File: config.mk
export PLATFORM = sky130hd
export DESIGN_NAME = incr_share_arbiter_flat
export DESIGN_NICKNAME = d
export VERILOG_FILES = /design/src/rtl/incr_share_arbiter_if.sv /design/src/rtl/incr_share_arbiter.sv /design/src/flat_wrapper.sv
export SDC_FILE = /design/constraint.sdc
export NUM_CORES = 1
export LEC_CHECK = 0
export ABC_AREA = 0
export CORE_ASPECT_RATIO = 1.2
export CORE_MARGIN = 1.5
export CORE_UTILIZATION = 54
export CTS_CLUSTER_SIZE = 12
export DETAILED_ROUTE_END_ITERATION = 10
export PLACE_DENSITY = 0.85
export SYNTH_ARGS = -nofsm -noshare
export SYNTH_HDL_FRONTEND = slang
export SYNTH_HIERARCHICAL = 1
export SYNTH_SLANG_ARGS = --single-unit
File: constraint.sdc
create_clock -name clk -period 10 [get_ports clk]
set_clock_uncertainty 0.15 [all_clocks]
set_input_delay 3 -clock clk [delete_from_list [all_inputs] [get_ports clk]]
set_output_delay 3 -clock clk [all_outputs]
set_load 0.02 [all_outputs]
File: src/rtl/incr_share_arbiter_if.sv
// Request/grant/counter bundle between counter-using logic and the shared-incrementer arbiter.
interface incr_share_arbiter_if #(
  parameter int N_CNT = 4,
  parameter int IDX_W = 2
);
  logic [N_CNT-1:0]   req;
  logic [N_CNT-1:0]   clr;
  logic [N_CNT-1:0]   ack;
  logic [IDX_W-1:0]   gnt_idx;
  logic               gnt_vld;
  logic [4*N_CNT-1:0] cnt;
  logic [N_CNT-1:0]   wrap;

  modport master (output req, clr, input ack, gnt_idx, gnt_vld, cnt, wrap);
  modport slave  (input req, clr, output ack, gnt_idx, gnt_vld, cnt, wrap);
endinterface

File: src/rtl/incr_share_arbiter.sv
// Round-robin arbiter owning N_CNT 4-bit counters that share a single add_by_one incrementer.
module add_by_one (
  input  logic [3:0] a,
  output logic [3:0] y
);
  assign y = a + 4'd1;
endmodule

module incr_share_arbiter #(
  parameter int N_CNT = 4,
  parameter int IDX_W = 2
) (
  input  logic                 clk,
  input  logic                 rst,
  incr_share_arbiter_if.slave  bus
);

  logic [IDX_W-1:0] ptr_p1;
  logic [3:0]       cnt_p1 [N_CNT];
  logic [N_CNT-1:0] wrap_p1;

  logic [N_CNT-1:0] elig_p0;
  logic [N_CNT-1:0] ack_p0;
  logic [IDX_W-1:0] idx_p0;
  logic             vld_p0;
  logic [IDX_W-1:0] sel_p0;
  int               pos_p0;
  logic [3:0]       inc_a;
  logic [3:0]       inc_y;

  // Stage p0: combinational search from ptr upward, wrapping modulo N_CNT; cnt never feeds this path.
  always_comb begin
    elig_p0 = bus.req & ~bus.clr;
    ack_p0  = '0;
    idx_p0  = '0;
    vld_p0  = 1'b0;
    pos_p0  = 0;
    sel_p0  = '0;
    if (!rst) begin
      for (int k = 0; k < N_CNT; k++) begin
        pos_p0 = int'(ptr_p1) + k;
        if (pos_p0 >= N_CNT) pos_p0 = pos_p0 - N_CNT;
        sel_p0 = IDX_W'(pos_p0);
        if (!vld_p0 && elig_p0[sel_p0]) begin
          vld_p0         = 1'b1;
          idx_p0         = sel_p0;
          ack_p0[sel_p0] = 1'b1;
        end
      end
    end
  end

  assign inc_a = cnt_p1[idx_p0];

  add_by_one u_inc (
    .a (inc_a),
    .y (inc_y)
  );

  // Stage p1: write-back of the granted counter, wrap pulse and pointer advance.
  always_ff @(posedge clk) begin
    if (rst) begin
      ptr_p1  <= '0;
      wrap_p1 <= '0;
      for (int i = 0; i < N_CNT; i++) cnt_p1[i] <= 4'd0;
    end else begin
      if (vld_p0) ptr_p1 <= (idx_p0 == IDX_W'(N_CNT - 1)) ? '0 : idx_p0 + 1'b1;
      for (int i = 0; i < N_CNT; i++) begin
        wrap_p1[i] <= ack_p0[i] && (cnt_p1[i] == 4'hF);
        if (bus.clr[i])     cnt_p1[i] <= 4'd0;
        else if (ack_p0[i]) cnt_p1[i] <= inc_y;
      end
    end
  end

  assign bus.ack     = ack_p0;
  assign bus.gnt_idx = idx_p0;
  assign bus.gnt_vld = vld_p0;
  assign bus.wrap    = wrap_p1;

  for (genvar g = 0; g < N_CNT; g++) begin : g_cnt
    assign bus.cnt[4*g +: 4] = cnt_p1[g];
  end

endmodule

File: src/flat_wrapper.sv
// flat-port wrapper written by rule: the top's interface ports become plain ports
module incr_share_arbiter_flat 
#(
  parameter int N_CNT = 4,
  parameter int IDX_W = 2
)
  (clk, rst, bus_req, bus_clr, bus_ack, bus_gnt_idx, bus_gnt_vld, bus_cnt, bus_wrap);
  incr_share_arbiter_if #(.N_CNT(N_CNT), .IDX_W(IDX_W)) bus_i ();
  input  logic clk;
  input  logic rst;
  input wire logic [$bits(bus_i.req)-1:0] bus_req;
  input wire logic [$bits(bus_i.clr)-1:0] bus_clr;
  output wire logic [$bits(bus_i.ack)-1:0] bus_ack;
  output wire logic [$bits(bus_i.gnt_idx)-1:0] bus_gnt_idx;
  output wire logic [$bits(bus_i.gnt_vld)-1:0] bus_gnt_vld;
  output wire logic [$bits(bus_i.cnt)-1:0] bus_cnt;
  output wire logic [$bits(bus_i.wrap)-1:0] bus_wrap;
  assign bus_i.req = bus_req;
  assign bus_i.clr = bus_clr;
  assign bus_ack = bus_i.ack;
  assign bus_gnt_idx = bus_i.gnt_idx;
  assign bus_gnt_vld = bus_i.gnt_vld;
  assign bus_cnt = bus_i.cnt;
  assign bus_wrap = bus_i.wrap;
  incr_share_arbiter #(.N_CNT(N_CNT), .IDX_W(IDX_W)) u_core (.clk(clk), .rst(rst), .bus(bus_i));
endmodule
==> Yosys cells after proc, flatten, opt, wreduce, memory -nomap -nowiden <==
Memories as Yosys holds them, arrays and structs flattened.
Index checks and enable logic that the tools add are counted.
{ "word_totals": {"regBits": 6, "latch_bits": 0, "mem_bits_rw": 16, "mem_bits_ro": 0, "output_inout_bits": 27, "n_memories": 1} }
{ "mem_list": {"columns": ["memory", "words", "word_bits", "rd", "rd_ports_with_merged_regs", "wr", "line", "text"], "rows": [
  ["u_core.cnt_p1", 4, 4, 5, 0, 4, "incr_share_arbiter.sv:19", "logic [3:0] cnt_p1 [N_CNT];"]
]} }
{ "classes": {"addsub": 9, "mul": 0, "div_mod_pow": 0, "n_lt_le_gt_ge": 12, "eq_ne": 5, "shift": 0, "n_mux": 84, "n_bitwise": 13, "reduce_logical": 14} }
{ "op_table": {"columns": ["op", "n"], "rows": [
  ["4-bit two-way mux", 16],
  ["1-bit two-way mux", 46],
  ["2-bit two-way mux", 14],
  ["4-bit == test, second input constant", 4],
  ["2-bit by 3-bit < comparator with 1-bit output, second input constant", 4],
  ["4-bit OR", 3],
  ["1-bit logical AND", 11],
  ["3-bit greater-or-equal comparator, second input constant", 3],
  ["1-bit binary-select mux with 2-bit select", 4],
  ["1-bit demux with 2-bit select", 4],
  ["2-bit by 1-bit greater-or-equal comparator with 1-bit output, second input constant", 4],
  ["1-bit OR", 8],
  ["2-bit by 1-bit subtractor with 2-bit output, second input constant", 4],
  ["2-bit by 2-bit adder with 3-bit output, second input constant", 2],
  ["4-bit by 1-bit adder with 4-bit output, second input constant", 1],
  ["4-bit bitwise AND", 1],
  ["4-bit NOT", 1],
  ["2-bit by 1-bit adder with 3-bit output, second input constant", 1],
  ["2-bit by 3-bit greater-or-equal comparator with 1-bit output, second input constant", 1],
  ["1-bit zero test", 3],
  ["2-bit by 1-bit adder with 2-bit output, second input constant", 1],
  ["2-bit == test, second input constant", 1]
]} }

==> Logic depth before layout (Yosys ltp) <==
Gate-level depths: netlist (run 1).
{ "logic_depth": {"depth_word": 24, "ltp_mapped": 14} }

==> Cells and area by module <==
The synthesis (run 1) kept the hierarchy.
{ "modules_own_cells": {"columns": ["mod", "instances", "cells_per_inst", "area_per_inst_um2", "seq_area_each_um2"], "rows": [
  ["incr_share_arbiter", 1, 155, 1556.5, 600.6],
  ["add_by_one", 1, 5, 43.8, 0.0]
]} }

==> Worst setup path after synthesis (run 1) <==
Ideal clock, no wire load.
{ "synth_path": {"path_type": "input -> output", "start": "input bus_clr[0]", "end": "output bus_ack[0]", "arrival_time_ns": 4.628, "setup_slack_ns": 2.222, "stages": 7, "path_buffers": 1, "path_cell_list": "clkbuf_1 nand2b_1 mux4_2 nor2_4 a22o_1 a221oi_4 nor2_1"} }
{ "synth_via": {"elab_chain_cells": 18} }
{ "synth_lines": {"columns": ["item", "line", "text"], "rows": [
  ["start, declared", "flat_wrapper.sv:12", "input wire logic [$bits(bus_i.clr)-1:0] bus_clr;"],
  ["4-bit NOT (*)", "incr_share_arbiter.sv:33", "elig_p0 = bus.req & ~bus.clr;"],
  ["4-bit bitwise AND (*)", "incr_share_arbiter.sv:33", null],
  ["1-bit binary-select mux with 2-bit select", "incr_share_arbiter.sv:44", "if (!vld_p0 && elig_p0[sel_p0]) begin"],
  ["1-bit two-way mux (implied by the code)", "incr_share_arbiter.sv:44", null],
  ["1-bit two-way mux", "incr_share_arbiter.sv:44", null],
  ["1-bit two-way mux", "incr_share_arbiter.sv:39", "if (!rst) begin"],
  ["1-bit zero test", "incr_share_arbiter.sv:44", null],
  ["1-bit logical AND", "incr_share_arbiter.sv:44", null],
  ["[2 not listed]", null, null],
  ["1-bit zero test", "incr_share_arbiter.sv:44", null],
  ["1-bit logical AND", "incr_share_arbiter.sv:44", null],
  ["1-bit two-way mux", "incr_share_arbiter.sv:44", null],
  ["1-bit two-way mux", "incr_share_arbiter.sv:39", null],
  ["1-bit zero test", "incr_share_arbiter.sv:44", null],
  ["1-bit logical AND", "incr_share_arbiter.sv:44", null],
  ["4-bit two-way mux (*)", "incr_share_arbiter.sv:44", null],
  ["4-bit two-way mux (*)", "incr_share_arbiter.sv:39", null],
  ["end, declared", "flat_wrapper.sv:13", "output wire logic [$bits(bus_i.ack)-1:0] bus_ack;"]
]} }
Mark *: on every way between the ends. The rest lies on a longest branch, timed or not. The select of a mux whose other input is x is not followed.

==> Final worst setup path (run 1) <==
{ "layout_path": {"start": "input bus_clr[3]", "end": "output bus_ack[1]"} }
The elaborated chain is that of the path after synthesis.

==> metrics.txt, run 1 <==
H-tree Lvls=1; CP Capture Type=output pin; RSZ-0062 raised after global routing=false; leak pwr=0.798 nW; TritonCTS clock tree=done; die area=3300 sq um; CP Class=in -> out; Setup Viol. Count Final=0; Synth area leader=edfxtp_1; max_slew headroom=56.5%; Clk Tree Root Cell=clkbuf_4; core area=2810 sq um; Tcrit/Tclk final=91.0%; CTS clock-pin slew for the worst setup and hold paths=0.11 ns; Hold Path End=u_core/bus.wrap[2]$_SDFF_PP0_; Yosys reg bits=22; CTS max path bufs=2; Mapped Avg Cell Area=10.0 sq um; fin. max-slew vios=0; Critical Path Start Type=primary input; worst min path class=reg -> reg; syn_nets=179; Final Hold Viols=0; Via Count=1,354; detailed placer's ending HPWL=3000 microns; Critical Path RT=6.85 ns; Unique masters post-synth=39; top cells by area, synth=edfxtp_1 (30%), mux2i_1 (8.1%), dfxtp_1 (7.5%), ha_1 (7.0%), nor3_1 (6.9%); cts bufs inserted=3; routed len/inst=16.8 microns; Async SR Flop Fraction=0%; Clock Latency Late Sink=0.30 ns; measured slew at the worst slew-check pin=0.646 ns; share of layout cells above drive strength 1=9.84%; Post-synth EDFFs=16; final WL=3810 microns; synthesized area=1600 sq um; CTS sink cnt=22; Die X=52.7 microns; slowest stage cell, crit path=a221oi_2; diode count=0; vias in the first global route=1,307; status=finished clean; placed instance area=1970 sq um; Min Hold Slack=0.449 ns; Via-to-Cell Ratio=5.96; gr usage total=25.2%; crit-path max cell delay=0.63 ns; r2r setup slk=5.98 ns; register area share after synthesis=37.5%; Post-DRT Antenna Nets=0; Max Cap Viol=0; Die H=62.6 microns; worst reg2reg path endpoint=u_core/cnt_p1[2][2]$_SDFFCE_PN0P_; Synth Flop Type=edfxtp_1; Setup Total Neg Slack=0 ns; Worst VDD drop=0.134 mV; Nets=213; DRC Markers=0; GRT overflow=0; PortBufs=36; global-route wire length before repair=6150 microns; initial core utilization=56.9%; hold depth=2; min-delay src=u_core/cnt_p1[2][0]$_SDFFCE_PN0P_; drt first-iter violations=57; worst-path cell chain=clkdlybuf4s50_1, nor2b_1, nor3_1, a32oi_1, nand2_1, a221oi_2, nor2_1, clkdlybuf4s50_1; Max Freq=110 MHz; FF-to-FF Start=u_core/ptr_p1[0]$_SDFFE_PP0P_; initial antenna violation count=0; crit path DAT=5.95 ns; largest net degree at the start of global routing=17; synth warn=6; postcts setup bufs=0; GPL Wtd Cong=0.901; final core utilization=71.5%; Layout area overhead=25.6%; Worst path most repeated cell=clkdlybuf4s50_1; final worst path period need=9.10 ns; # IOs=37; num rows=21; Mapped Cells=160; fill count=209; critical path peak fanout=11; total power=0.445 mW; TritonRoute pass-1 iters=4; hold buffers post-CTS=0; post-route cell area=2010 sq um; post-CTS resize count=0; R2R cell count=12; pwr dens=221 nW/um^2; top cell type's share of synthesized area=30.0%
## how the worst max path moves through the flow
stage	startpoint	end	slack, ns	depth (start not counted)
finish	bus_clr[3]	bus_ack[1]	0.90	8
global route	bus_clr[3]	bus_ack[1]	0.68	8
CTS	bus_clr[3]	bus_ack[1]	0.95	8
detailed placement	bus_clr[3]	bus_ack[2]	0.97	8
global placement	bus_clr[3]	bus_ack[2]	1.07	8
floorplan	bus_clr[0]	bus_ack[0]	2.22	7
## state kept, by name (all words and copies together), names as in the netlist
| signal | cells |
|---|---|
| u_core/cnt_p1 | 16 |
| u_core/bus.wrap | 4 |
| u_core/ptr_p1 | 2 |
## final cells by class
cell class                 count  area, sq um  area share [%]
multi-input combinational    125          948            47.2
sequential                    22          601            29.9
timing repair buffer          36          360            17.9
tap                           34         42.5            2.12
clock buffer                   4         36.3            1.80
inverter                       6         22.5            1.12
## report_power, final
| part | switching [mW] | total [mW] | internal, mW |
|---|---|---|---|
| logic | 0.149 | 0.257 | 0.107 |
| clock network | 0.0253 | 0.0475 | 0.0222 |
| registers | 0.0230 | 0.141 | 0.118 |
## layout by cell type, fill, tap and decap left out, types with 2 or more instances in the layout
cell type | Yosys | layout
o31ai_1 | 2 | 2
dfxtp_1 | 6 | 6
and3_1 | 2 | 2
nor2_1 | 14 | 14
mux4_2 | 3 | 3
a221oi_2 | 2 | 2
nand4_1 | 4 | 4
a21oi_1 | 2 | 2
mux2i_1 | 13 | 13
edfxtp_1 | 16 | 16
nor2b_1 | 3 | 3
inv_1 | 4 | 4
a221oi_4 | 2 | 2
nor3_1 | 22 | 22
nand2b_1 | 5 | 5
nand2_1 | 19 | 19
clkbuf_4 | 0 | 3
o21ai_0 | 3 | 3
nor4_1 | 3 | 3
a22o_1 | 2 | 2
clkdlybuf4s50_1 | 0 | 36
ha_1 | 9 | 9
## kinds of logic (layout without fill, tap and decap cells)
group | count (synthesis) | count (layout) | share of synthesized area, %
XOR/XNOR | 2 | 2 | 1.09
multiplexers | 17 | 17 | 13.1
AND/OR/NAND/NOR | 78 | 78 | 24.9
flip-flops | 22 | 22 | 37.5
AO/OA/AOI/OAI | 19 | 19 | 13.1
buffers and inverters | 13 | 46 | 3.21
adder cells (fa/ha/maj) | 9 | 9 | 7.04
## Yosys cell counts (2+ instances only)
| cell | number |
|---|---|
| nor3_1 | 22 |
| nand2_1 | 19 |
| edfxtp_1 | 16 |
| nor2_1 | 14 |
| mux2i_1 | 13 |
| ha_1 | 9 |
| dfxtp_1 | 6 |
| clkbuf_1 | 5 |
| nand2b_1 | 5 |
| inv_1 | 4 |
| nand4_1 | 4 |
| mux4_2 | 3 |
| nor2b_1 | 3 |
| nor4_1 | 3 |
| o21ai_0 | 3 |
| a21oi_1 | 2 |
| a221oi_2 | 2 |
| a221oi_4 | 2 |
| a22o_1 | 2 |
| and3_1 | 2 |
| buf_2 | 2 |
| o31ai_1 | 2 |
## metrics by stage
step	instances	worst slack, ns
4_1_cts	227	0.947
3_5_place_dp	223	0.972
3_3_place_gp	223	1.07
6_report	227	0.904
5_1_grt	227	0.683
2_1_floorplan	160	2.22
## worst max-delay path, delay by kind of cell
kind,cells,cell delay [ns]
AO/OA/AOI/OAI,2,0.81
buffers and inverters,2,1.08
AND/OR/NAND/NOR,4,1.05
## per-layer routing
layer	vias up	part of all wire, %	global-route usage (%)
met5	-	0	0
met4	0	3.1	13.5
met3	10	3.3	1.67
met2	46	55	45.6
met1	637	39	28.1
li1	661	-	-
No activity file was read; power rests on OpenSTA's default activity.
==> run 2: changes to the inputs <==
==> constraint.sdc (replaced) <==
create_clock -name clk -period 10 [get_ports clk]
set_clock_uncertainty 0.15 [all_clocks]
set_input_delay 3 -clock clk [delete_from_list [all_inputs] [get_ports clk]]
set_output_delay 3 -clock clk [all_outputs]
set_load 0.01 [all_outputs]
==> run 2 against run 1 <==
  * Final area rose by 0.81%
  * Maximum frequency rose by 0.51%
  * Routed wire length down 0.97%
  * Critical path depth is the same
  * Sequential share of layout area shrank 0.24 points
  * Hold slack hardly changed
  * Via count up 1.1%
  * Register-to-register slack lost 0.03 ns
  * Critical endpoint unchanged
==> metrics.txt, run 2 (synthesis results as in run 1) <==
leak pwr=0.805 nW (was 0.798 nW); final WL=3770 microns (was 3810 microns); TritonCTS clock tree=done (unchanged); max_slew headroom=56.4% (was 56.5%); diode count=0 (unchanged); Clock Latency Late Sink=0.31 ns (was 0.30 ns); largest net degree at the start of global routing=17 (unchanged); PortBufs=36 (unchanged); Setup Total Neg Slack=0 ns (unchanged); Nets=213 (unchanged); crit-path max cell delay=0.61 ns (was 0.63 ns); detailed placer's ending HPWL=2970 microns (was 3000 microns); min-delay src=u_core/cnt_p1[2][0]$_SDFFCE_PN0P_ (unchanged); CTS max path bufs=2 (unchanged); Die X=52.7 microns (unchanged); Hold Path End=u_core/bus.wrap[2]$_SDFF_PP0_ (unchanged); die area=3300 sq um (unchanged); CP Capture Type=output pin (unchanged); GRT overflow=0 (unchanged); Via-to-Cell Ratio=6.03 (was 5.96); status=finished clean (unchanged); slowest stage cell, crit path=a221oi_2 (unchanged); routed len/inst=16.6 microns (was 16.8 microns); worst-path cell chain=clkdlybuf4s50_1, nor2b_1, nor4_1, o21ai_0, nand2_1, a221oi_2, nor2_1, clkdlybuf4s50_1 (was clkdlybuf4s50_1, nor2b_1, nor3_1, a32oi_1, nand2_1, a221oi_2, nor2_1, clkdlybuf4s50_1); fill count=215 (was 209); Final Hold Viols=0 (unchanged); TritonRoute pass-1 iters=4 (unchanged); num rows=21 (unchanged); area of the multi-input gates=948 sq um (unchanged); hold buffers post-CTS=0 (unchanged); clock power share=15.0% (was 10.7%); GPL Wtd Cong=0.902 (was 0.901); Post-DRT Antenna Nets=0 (unchanged); Clk Tree Root Cell=clkbuf_4 (unchanged); r2r setup slk=5.95 ns (was 5.98 ns); share of layout cells above drive strength 1=9.84% (unchanged); Seq pwr share=31.4% (was 31.7%); DRC Markers=0 (unchanged); R2R cell count=12 (unchanged); most frequent cells in the layout=clkdlybuf4s50_1 (36), nor3_1 (22), nand2_1 (19) (unchanged); Critical Path Start Type=primary input (unchanged); FF-to-FF Start=u_core/ptr_p1[0]$_SDFFE_PP0P_ (unchanged); CTS sink cnt=22 (unchanged); Die H=62.6 microns (unchanged); initial antenna violation count=0 (unchanged); cts bufs inserted=3 (unchanged); vias in the first global route=1,322 (was 1,307); crit path DAT=5.90 ns (was 5.95 ns); critical path peak fanout=11 (unchanged); Max Freq=111 MHz (was 110 MHz); Switch Pwr=0.180 mW (was 0.198 mW); cell-internal power=0.266 mW (was 0.248 mW); Tcrit/Tclk final=90.5% (was 91.0%); core area=2810 sq um (unchanged); post-route cell area=2030 sq um (was 2010 sq um); CP Class=in -> out (unchanged); pwr dens=220 nW/um^2 (was 221 nW/um^2); postcts setup bufs=0 (unchanged); RSZ-0062 raised after global routing=false (unchanged); Worst path most repeated cell=clkdlybuf4s50_1 (unchanged); initial core utilization=56.9% (unchanged); Via Count=1,369 (was 1,354); Setup Viol. Count Final=0 (unchanged); Gate power share=53.5% (was 57.6%); fin. max-slew vios=0 (unchanged); Largest Register=u_core/cnt_p1 (unchanged); measured slew at the worst slew-check pin=0.651 ns (was 0.646 ns); switching share of power=40.4% (was 44.4%); Worst VDD drop=0.138 mV (was 0.134 mV); placed instance area=1970 sq um (unchanged); Min Hold Slack=0.449 ns (about the same); Layout area overhead=26.7% (was 25.6%); FF/Latch Area=601 sq um (unchanged); CTS clock-pin slew for the worst setup and hold paths=0.12 ns (was 0.11 ns); Max Cap Viol=0 (unchanged); global-route wire length before repair=6260 microns (was 6150 microns); # IOs=37 (unchanged); gr usage total=25.2% (about the same); post-CTS resize count=0 (unchanged); drt first-iter violations=58 (was 57); H-tree Lvls=1 (unchanged); Critical Path RT=6.85 ns (about the same); commonest non-fill, non-tap cell in the layout=clkdlybuf4s50_1 (unchanged); Largest register FFs=16 (unchanged); worst min path class=reg -> reg (unchanged); hold depth=2 (unchanged); worst reg2reg path endpoint=u_core/cnt_p1[1][2]$_SDFFCE_PN0P_ (was u_core/cnt_p1[2][2]$_SDFFCE_PN0P_); final worst path period need=9.05 ns (was 9.10 ns); total power=0.446 mW (was 0.445 mW)
-- run 2: worst max-delay path by stage --
stage          startpoint  depth (start not counted)         end  slack, ns
6_report       bus_clr[3]                          8  bus_ack[1]       0.95
4_1_cts        bus_clr[3]                          8  bus_ack[1]        1.0
3_5_place_dp   bus_clr[3]                          8  bus_ack[1]       1.03
5_1_grt        bus_clr[3]                          8  bus_ack[1]       0.72
3_3_place_gp   bus_clr[3]                          8  bus_ack[2]       1.14
2_1_floorplan  bus_clr[0]                          6  bus_ack[0]       2.31
-- run 2: cell type report --
| cell class | count | share of cell area, % |
|---|---|---|
| Clock buffer | 3 | 1.11 |
| Tap cell | 34 | 2.10 |
| Inverter | 6 | 1.11 |
| Multi-Input combinational cell | 125 | 46.8 |
| Clock inverter | 1 | 1.48 |
| Timing Repair Buffer | 36 | 17.8 |
| Sequential cell | 22 | 29.6 |
-- run 2: worst max-delay path: cells and delay by family --
kind	cells	cell delay (ns)
and+or+nand+nor	4	1.07
AOI/OAI and AO/OA	2	0.80
buffers and inverters	2	1.02
-- run 2: through the flow --
step | utilization [%] | setup slack (ns) | std cells
detailed placement | 70.2 | 1.03 | 223
CTS | 72.1 | 0.997 | 227
global route | 72.1 | 0.724 | 227
global placement | 70.2 | 1.14 | 223
floorplan | - | 2.31 | 160
finish | 72.1 | 0.950 | 227
-- run 2: per-layer routing --
layer | share of wire [%] | vias to the layer above | GRT usage [%]
li1 | - | 661 | -
met1 | 39 | 652 | 29.5
met2 | 55 | 48 | 45.8
met3 | 3.4 | 8 | 1.44
met4 | 2.5 | 0 | 10.3
met5 | 0 | - | 0
-- run 2: power groups by stage --
stage	combinational, mW	sequential [mW]	clock [mW]
floorplan	0.161	0.140	0
global placement	0.229	0.141	0
detailed placement	0.236	0.142	0
CTS	0.238	0.140	0.0671
global route	0.257	0.143	0.0708
finish	0.239	0.140	0.0671
==> run 3: changes to the inputs <==
--- a/config.mk
+++ b/config.mk
@@ -8,10 +8,10 @@
 export ABC_AREA = 0
 export CORE_ASPECT_RATIO = 1.2
 export CORE_MARGIN = 1.5
-export CORE_UTILIZATION = 54
+export CORE_UTILIZATION = 50
 export CTS_CLUSTER_SIZE = 12
 export DETAILED_ROUTE_END_ITERATION = 10
-export PLACE_DENSITY = 0.85
+export PLACE_DENSITY = 0.8
 export SYNTH_ARGS = -nofsm -noshare
 export SYNTH_HDL_FRONTEND = slang
 export SYNTH_HIERARCHICAL = 1
==> constraint.sdc (replaced) <==
create_clock -name clk -period 10.4 [get_ports clk]
set_clock_uncertainty 0.15 [all_clocks]
set_input_delay 3.12 -clock clk [delete_from_list [all_inputs] [get_ports clk]]
set_output_delay 3.12 -clock clk [all_outputs]
set_load 0.01 [all_outputs]
==> run 3 against run 2 <==
  * Register-to-register slack better by 0.35 ns
  * Non-clock buffer count unchanged
  * Highest routed layer unchanged
  * Global-route usage decreased by 1.0 points
  * Critical path type unchanged
  * Hold slack got worse by 0.0059 ns
  * Via count grew 0.15%
  * Die area rose by 7.6%
  * Combinational power fell by 2%
  * Final area up 0.12%
  * Largest cell class unchanged
  * Core utilization is 5.7 points lower
==> metrics.txt, run 3 (synthesis results as in run 1) <==
cts bufs inserted=3 (unchanged); Worst path most repeated cell=clkdlybuf4s50_1 (unchanged); Hold Path End=u_core/bus.wrap[3]$_SDFF_PP0_ (was u_core/bus.wrap[2]$_SDFF_PP0_); final worst path period need=9.29 ns; Setup Viol. Count Final=0 (unchanged); CP Capture Type=output pin (unchanged); Die X=54.6 microns (was 52.7 microns); buffers and inverters on the worst path=2 (unchanged); final WL=3850 microns (was 3770 microns); Setup Total Neg Slack=0 ns (unchanged); Post-DRT Antenna Nets=0 (unchanged); Max Freq=108 MHz; initial core utilization=52.4% (was 56.9%); Critical Path RT=7.13 ns (was 6.85 ns); Worst VDD drop=0.142 mV (was 0.138 mV); # IOs=37 (unchanged); placed insts=225 (was 223); hold buffers post-CTS=0 (unchanged); GRT overflow=0 (unchanged); core area=3060 sq um (was 2810 sq um); Die H=65.0 microns (was 62.6 microns); status=finished clean (unchanged); setup ws final=1.11 ns (was 0.950 ns); Via-to-Cell Ratio=5.99 (was 6.03); GPL Wtd Cong=0.861 (was 0.902); FF/Latch Area=601 sq um (unchanged); Final Hold Viols=0 (unchanged); global-route wire length before repair=6310 microns (was 6260 microns); fin. max-slew vios=0 (unchanged); max_slew headroom=54.6% (was 56.4%); critical path peak fanout=11 (unchanged); measured slew at the worst slew-check pin=0.679 ns (was 0.651 ns); Nets=213 (unchanged); share of layout cells above drive strength 1=9.84% (unchanged); PortBufs=36 (unchanged); RSZ-0062 raised after global routing=false (unchanged); family with the most delay on the worst path=simple AND/OR/NAND/NOR gates (unchanged); crit-path max cell delay=0.63 ns (was 0.61 ns); r2r setup slk=6.30 ns (was 5.95 ns); pwr dens=213 nW/um^2 (was 220 nW/um^2); commonest non-fill, non-tap cell in the layout=clkdlybuf4s50_1 (unchanged); Tcrit/Tclk final=89.3%; CTS clock-pin slew for the worst setup and hold paths=0.11 ns (was 0.12 ns); post-CTS resize count=0 (unchanged); TritonRoute pass-1 iters=5 (was 4); die area=3550 sq um (was 3300 sq um); drt first-iter violations=59 (was 58); TritonCTS clock tree=done (unchanged); num rows=22 (was 21); R2R cell count=12 (unchanged); Critical Path Start Type=primary input (unchanged); DRC Markers=0 (unchanged); slowest stage cell, crit path=a221oi_2 (unchanged); crit path DAT=6.02 ns (was 5.90 ns); worst reg2reg path endpoint=u_core/cnt_p1[1][2]$_SDFFCE_PN0P_ (unchanged); FF-to-FF Start=u_core/ptr_p1[0]$_SDFFE_PP0P_ (unchanged); hold depth=2 (unchanged); Layout area overhead=26.8% (was 26.7%); Via Count=1,371 (was 1,369); Largest register FFs=16 (unchanged); area of the multi-input gates=948 sq um (unchanged); fill count=239 (was 215); Clk Tree Root Cell=clkbuf_4 (unchanged); CTS sink cnt=22 (unchanged); Largest Register=u_core/cnt_p1 (unchanged); gr usage total=24.1% (was 25.2%); diode count=0 (unchanged); worst min path class=reg -> reg (unchanged); pre-CTS setup slack=1.15 ns (was 1.03 ns); initial antenna violation count=0 (unchanged); CTS max path bufs=2 (unchanged); most frequent cells in the layout=clkdlybuf4s50_1 (36), nor3_1 (22), nand2_1 (19) (unchanged); largest net degree at the start of global routing=17 (unchanged); routed len/inst=16.8 microns (was 16.6 microns); non-filler cells, final=229 (was 227); Max Cap Viol=0 (unchanged); detailed placer's ending HPWL=2970 microns (about the same); CP Class=in -> out (unchanged); postcts setup bufs=0 (unchanged); min-delay src=u_core/cnt_p1[3][0]$_SDFFCE_PN0P_ (was u_core/cnt_p1[2][0]$_SDFFCE_PN0P_); Clock Latency Late Sink=0.30 ns (was 0.31 ns); leak pwr=0.805 nW (unchanged); worst-path cell chain=clkdlybuf4s50_1, nor2b_1, nor4_1, o21ai_0, nand2_1, a221oi_2, nor2_1, clkdlybuf4s50_1 (unchanged); H-tree Lvls=1 (unchanged); vias in the first global route=1,377 (was 1,322); final core utilization=66.4% (was 72.1%)
-- run 3: cell counts in the layout (fill, tap and decap cells not counted) --
No cell type changed its count.
-- run 3: per-layer routing --
| layer | up-vias | routed length, microns | track usage, % |
|---|---|---|---|
| met1 | 639 | 1480 | 28.0 |
| met5 | - | 0 | 0 |
| li1 | 660 | - | - |
| met4 | 0 | 68 | 9.38 |
| met3 | 6 | 214 | 1.84 |
| met2 | 66 | 2090 | 43.6 |
-- run 3: how the worst max path moves through the flow --
stage / to / cells after the start / from / slack [ns]
floorplan: bus_ack[0] / 6 / bus_clr[0] / 2.47
global placement: bus_ack[0] / 8 / bus_clr[3] / 1.30
detailed placement: bus_ack[1] / 8 / bus_clr[3] / 1.15
CTS: bus_ack[1] / 8 / bus_clr[3] / 1.14
global route: bus_ack[1] / 8 / bus_clr[3] / 0.85
finish: bus_ack[1] / 8 / bus_clr[3] / 1.11
-- run 3: power by group --
group          leakage, nW  internal (mW)  switching, mW
logic                0.548          0.104          0.130
clock network       0.0279         0.0389         0.0241
registers            0.229          0.114         0.0210
total                0.805          0.256          0.175
-- run 3: worst register-to-register path, cell delays in order (launching register included) --
cell	delay (ns)
dfxtp_1	0.71
inv_2	0.23
ha_1	0.49
nand2b_1	0.15
nor4_1	0.06
o21ai_0	0.18
nand2_1	0.28
o311ai_4	0.47
mux2i_1	0.43
ha_1	0.26
xor2_1	0.19
nand2_1	0.16
nor3_1	0.17
-- run 3: final cells by class --
class | instances | share of cell area (%)
multi-input cells | 125 | 46.7
well taps | 36 | 2.22
inverters | 6 | 1.11
clock inverters | 1 | 1.48
flip-flops and latches | 22 | 29.6
clock buffers | 3 | 1.11
repair buffers | 36 | 17.8
-- run 3: stage by stage --
stage | power, mW | cell area (sq um) | hold WS, ns
5_1_grt | 0.459 | 2030 | 0.471
3_5_place_dp | 0.365 | 1980 | 0.429
4_1_cts | 0.431 | 2030 | 0.446
3_3_place_gp | 0.357 | 1980 | 0.422
6_report | 0.432 | 2030 | 0.443
2_1_floorplan | 0.289 | 1600 | 0.460
